==> src/rtl/program_dumper_if.sv <==
// rtl/program_dumper_if.sv - RAM read port and dumped-word stream between program_dumper and its neighbours
interface program_dumper_if #(
  parameter int WORD_SIZE     = 16,
  parameter int MEM_ADDR_SIZE = 8
);
  logic [MEM_ADDR_SIZE-1:0] mem_addr;
  logic                     mem_read;
  logic [WORD_SIZE-1:0]     mem_read_data;
  logic [WORD_SIZE-1:0]     out_data;
  logic                     out_valid;
  logic                     out_ready;
  logic                     out_last;

  modport master (
    output mem_addr, mem_read, out_data, out_valid, out_last,
    input  mem_read_data, out_ready
  );

  modport slave (
    input  mem_addr, mem_read, out_data, out_valid, out_last,
    output mem_read_data, out_ready
  );
endinterface

==> src/rtl/program_dumper.sv <==
// rtl/program_dumper.sv - streams a RAM region out word by word while start_dump is held
module program_dumper #(
  parameter int WORD_SIZE     = 16,
  parameter int MEM_ADDR_SIZE = 8
) (
  input  logic                     clock,
  input  logic                     reset,
  input  logic                     start_dump,
  input  logic [MEM_ADDR_SIZE-1:0] base_addr,
  input  logic [MEM_ADDR_SIZE:0]   word_count,
  program_dumper_if.master         bus,
  output logic                     dump_busy,
  output logic                     dump_complete
);

  typedef enum logic [2:0] {
    IDLE    = 3'd0,
    READ    = 3'd1,
    CAPTURE = 3'd2,
    SEND    = 3'd3,
    DONE    = 3'd4
  } state_t;

  localparam logic [MEM_ADDR_SIZE-1:0] ADDR_ONE  = MEM_ADDR_SIZE'(1);
  localparam logic [MEM_ADDR_SIZE:0]   COUNT_ONE = (MEM_ADDR_SIZE+1)'(1);

  state_t                   state;
  logic [MEM_ADDR_SIZE-1:0] addr;
  logic [MEM_ADDR_SIZE:0]   remaining;

  always_ff @(posedge clock or posedge reset) begin
    if (reset) begin
      state         <= IDLE;
      addr          <= '0;
      remaining     <= '0;
      bus.out_data  <= '0;
      bus.out_last  <= 1'b0;
    end else begin
      case (state)
        IDLE: begin
          if (start_dump) begin
            addr      <= base_addr;
            remaining <= word_count;
            state     <= (word_count != '0) ? READ : DONE;
          end
        end
        READ: begin
          state <= start_dump ? CAPTURE : IDLE;
        end
        CAPTURE: begin
          if (!start_dump) begin
            state <= IDLE;
          end else begin
            bus.out_data <= bus.mem_read_data;
            bus.out_last <= (remaining == COUNT_ONE);
            state        <= SEND;
          end
        end
        SEND: begin
          // An abort wins over a simultaneous out_ready, so the word is not consumed.
          if (!start_dump) begin
            state <= IDLE;
          end else if (bus.out_ready) begin
            remaining <= remaining - COUNT_ONE;
            addr      <= addr + ADDR_ONE;
            state     <= bus.out_last ? DONE : READ;
          end
        end
        DONE: begin
          if (!start_dump) begin
            state <= IDLE;
          end
        end
        default: state <= IDLE;
      endcase
    end
  end

  assign bus.mem_addr  = addr;
  assign bus.mem_read  = (state == READ);
  assign bus.out_valid = (state == SEND);
  assign dump_busy     = (state == READ) || (state == CAPTURE) || (state == SEND);
  assign dump_complete = (state == DONE);

endmodule

==> src/flat_wrapper.sv <==
// flat-port wrapper written by rule: the top's interface ports become plain ports
module program_dumper_flat 
#(
  parameter int WORD_SIZE     = 16,
  parameter int MEM_ADDR_SIZE = 8
)
  (clock, reset, start_dump, base_addr, word_count, dump_busy, dump_complete, bus_mem_addr, bus_mem_read, bus_out_data, bus_out_valid, bus_out_last, bus_mem_read_data, bus_out_ready);
  program_dumper_if #(.WORD_SIZE(WORD_SIZE), .MEM_ADDR_SIZE(MEM_ADDR_SIZE)) bus_i ();
  input  logic clock;
  input  logic reset;
  input  logic start_dump;
  input  logic [MEM_ADDR_SIZE-1:0] base_addr;
  input  logic [MEM_ADDR_SIZE:0] word_count;
  output logic dump_busy;
  output logic dump_complete;
  output wire logic [$bits(bus_i.mem_addr)-1:0] bus_mem_addr;
  output wire logic [$bits(bus_i.mem_read)-1:0] bus_mem_read;
  output wire logic [$bits(bus_i.out_data)-1:0] bus_out_data;
  output wire logic [$bits(bus_i.out_valid)-1:0] bus_out_valid;
  output wire logic [$bits(bus_i.out_last)-1:0] bus_out_last;
  input wire logic [$bits(bus_i.mem_read_data)-1:0] bus_mem_read_data;
  input wire logic [$bits(bus_i.out_ready)-1:0] bus_out_ready;
  assign bus_mem_addr = bus_i.mem_addr;
  assign bus_mem_read = bus_i.mem_read;
  assign bus_out_data = bus_i.out_data;
  assign bus_out_valid = bus_i.out_valid;
  assign bus_out_last = bus_i.out_last;
  assign bus_i.mem_read_data = bus_mem_read_data;
  assign bus_i.out_ready = bus_out_ready;
  program_dumper #(.WORD_SIZE(WORD_SIZE), .MEM_ADDR_SIZE(MEM_ADDR_SIZE)) u_core (.clock(clock), .reset(reset), .start_dump(start_dump), .base_addr(base_addr), .word_count(word_count), .bus(bus_i), .dump_busy(dump_busy), .dump_complete(dump_complete));
endmodule
==> config.mk <==
export PLATFORM = sky130hd
export DESIGN_NAME = program_dumper_flat
export DESIGN_NICKNAME = d
export VERILOG_FILES = /design/src/rtl/program_dumper_if.sv /design/src/rtl/program_dumper.sv /design/src/flat_wrapper.sv
export SDC_FILE = /design/constraint.sdc
export NUM_CORES = 1
export LEC_CHECK = 0
export CORE_UTILIZATION = 45
export DETAILED_ROUTE_END_ITERATION = 8
export GPL_TIMING_DRIVEN = 0
export PLACE_DENSITY = 0.76
export SYNTH_ARGS = -nofsm -noshare
export SYNTH_HDL_FRONTEND = slang
export SYNTH_SLANG_ARGS = --single-unit
==> constraint.sdc <==
create_clock -name clock -period 2 [get_ports clock]
set_clock_uncertainty 0.2 [all_clocks]
set_input_delay 0.3 -clock clock [delete_from_list [all_inputs] [get_ports clock]]
set_output_delay 0.3 -clock clock [all_outputs]
set_load 0.02 [all_outputs]
==> impl_metrics.json <==
{
  "status": "finished, final reports clean",
  "antenna_found_initial": 0,
  "mappedNetlistArea_um2": 1920,
  "crit_required_ns": 1.50,
  "leakage_nw": 1.12,
  "cpLargestDelayFamily": "buffers and inverters",
  "cts_tree": "built",
  "holdCritPathClass": "input pin to asynchronous set/reset pin",
  "cts-htree-levels": 2,
  "synthTopCellsByArea": "dfrtp_1 48%, mux2_2 9.4%, o21ai_0 4.4%",
  "drc": 0,
  "grt_pass1_wl_um": 7750,
  "rows": 23,
  "grt_overflow_total": 0,
  "die-area_um2": 4540,
  "rrSetupSlack_ns": 0.11,
  "slew_viol_final": 0,
  "final_cell_area_um2": 2770,
  "clockRootBuffer": "clkbuf_8",
  "synth_edf_count": 0,
  "postLayoutSetupSlackWorst_ns": 0.104,
  "yosysTopAreaCell": "dfrtp_1",
  "grt_max_degree": 38,
  "finalHoldViolCount": 0,
  "cts_buffers": 5,
  "slowest_stage": "clkdlybuf4s50_1",
  "worst_skew_pair.late_latency_ns": 0.28,
  "hpwl_um": 3240,
  "cellPowerDensity_nw_per_um2": 1340,
  "power_mw": 3.71,
  "synth_area_per_cell_um2": 10.0,
  "r2r-end": "u_core.remaining[8]",
  "io_pins": 66,
  "synth_top_area_share_pct": 48.2,
  "area_growth_pct": 43.9,
  "hold_buffers": 0,
  "cp_num_buf_inv": 1,
  "setup_viol": 0,
  "fin_util_pct": 68.1,
  "coreArea_um2": 4060,
  "yosys_warnings": 0,
  "nets": 304,
  "start_util_pct": 47.4,
  "clock_path_buffers": 2,
  "die_y_um": 67.4,
  "max_freq_mhz": 527,
  "grt_usage_pct": 22.8,
  "async_reset_ff_share_pct": 100,
  "yosysUniqueCellTypes": 41,
  "whs_ns": 0.276,
  "fin_crit_ns": 1.90,
  "num_vias": 1767,
  "cts.sinks": 37,
  "io_buffers": 65,
  "dpl_cell_area_um2": 2640,
  "post_cts_buffers": 0,
  "vias_per_cell": 5.61,
  "synth_cells": 192,
  "tightestPinTransition_ns": 0.778,
  "rsz0062_at_grt": "no",
  "detail_route.wl_per_cell_um": 15.2,
  "worstSetupEndpointType": "output port",
  "criticalPathCategory": "flop to output port",
  "cpPeakStageDelay_ns": 0.65,
  "fin_tns_setup_ns": 0,
  "arrival_ns": 1.40,
  "fin_crit_sh_pct": 94.8,
  "finalNonFillerCells": 315,
  "synthFlopType": "dfrtp_1",
  "max-slew-margin-rel_pct": 48.1,
  "drt-pass1-iter-count": 4,
  "place.gp.congestion": 0.799,
  "cap_violations": 0,
  "fill_cells": 335,
  "synth_seq_cells": 37,
  "cp_max_fo": 7,
  "ant_nets": 0,
  "path_cells": "clkdlybuf4s50_1",
  "antenna_cells": 0,
  "cts_resized": 8,
  "seq_area_frac_synth_pct": 48.2,
  "drtIter0Drc": 84,
  "reg2reg_depth": 6,
  "path_clk_slew_ns": 0.07,
  "syn-num-nets": 232,
  "dp_slack_ns": -0.248,
  "worst_r2r_startpoint": "u_core.remaining[0]",
  "numPlacedInstances": 307,
  "worst_setup_path_start_kind": "flop",
  "totalWireLength_um": 4780,
  "peakVddDrop_uv": 763,
  "grt_pass1_vias": 1617,
  "drive_gt1_share_pct": 17.0,
  "die_x_um": 67.4
}
-- worst max path at each step --
stage                                      start                   to  slack, ns  cells after the start
final                     u_core.bus.mem_addr[4]      bus_mem_addr[4]       0.10                      1
after global routing         u_core.remaining[0]  u_core.remaining[8]      0.004                      6
after CTS                        u_core.state[2]        bus_out_valid       0.02                      4
after detailed placement         u_core.state[2]        bus_out_valid      -0.25                      4
after global placement           u_core.state[2]        bus_out_valid      -0.25                      4
after floorplan              u_core.remaining[0]  u_core.remaining[8]       0.21                      6
-- routing by layer --
| layer | track usage (%) | up-vias | wire [um] |
|---|---|---|---|
| met5 | 0 | - | 0 |
| met4 | 3.99 | 0 | 38 |
| met3 | 5.24 | 7 | 271 |
| met2 | 36.4 | 63 | 2310 |
| met1 | 31.9 | 853 | 2160 |
| li1 | - | 844 | - |
-- cell type report --
| cell class | instances | area [um^2] | share of cell area, % |
|---|---|---|---|
| Sequential cell | 37 | 927 | 33.5 |
| Multi-Input combinational cell | 137 | 913 | 33.0 |
| Timing Repair Buffer | 65 | 638 | 23.1 |
| Clock buffer | 7 | 86.3 | 3.12 |
| Buffer | 12 | 85.1 | 3.08 |
| Tap cell | 50 | 62.6 | 2.26 |
| Clock inverter | 1 | 30.0 | 1.09 |
| Inverter | 6 | 22.5 | 0.814 |
-- kinds of logic (layout without fill, tap and decap cells) --
family	count (synthesis)	after routing	share of synthesized area, %
flip-flops	37	37	48.2
adder cells (fa/ha/maj)	3	3	1.95
AND/OR/NAND/NOR	65	65	17.6
multiplexers	16	16	9.37
AO/OA/AOI/OAI	53	53	17.5
buffers and inverters	18	91	5.40
-- cells in the mapped netlist (all sizes together) (3+ instances only) --
library cell and number:
nor3 3, mux2 16, o21ai 17, dfrtp 37
nor3b 3, o22ai 3, buf 10, nor2 12
nand2 21, inv 6, ha 3, o2bb2ai 4
nor4 5, a21oi 15, a31oi 3, nand3 9
-- cell usage in the layout, fill, tap and decap left out, types with 3 or more instances in the layout --
| cell | count |
|---|---|
| o2bb2ai_1 | 4 |
| a21oi_1 | 14 |
| nor4_1 | 4 |
| o22ai_1 | 3 |
| inv_1 | 5 |
| clkbuf_8 | 6 |
| clkdlybuf4s50_1 | 61 |
| nand3_1 | 9 |
| a31oi_1 | 3 |
| dfrtp_1 | 36 |
| o21ai_0 | 16 |
| nor3_1 | 3 |
| mux2_2 | 16 |
| nor2_1 | 12 |
| buf_2 | 6 |
| buf_6 | 3 |
| nand2_1 | 21 |
| buf_4 | 3 |
-- report_power, final --
group,internal (mW),switching (mW)
sequential,1.08,0.277
clock,0.407,0.260
combinational,0.856,0.834
-- state kept, by name, indices dropped and copies added, names as in the netlist --
name / flops
u_core.bus.mem_addr: 8
u_core.bus.out_data: 16
u_core.bus.out_last: 1
u_core.remaining: 9
u_core.state: 3
-- worst reg2reg max path, delay by kind of cell (launching register included) --
family,cells,cell delay (ns)
AND/OR/NAND/NOR,2,0.73
flip-flops,1,0.41
AO/OA/AOI/OAI,2,0.20
adder cells (fa/ha/maj),1,0.19
buffers and inverters,1,0.09
Power figures use the tool's default switching activity.
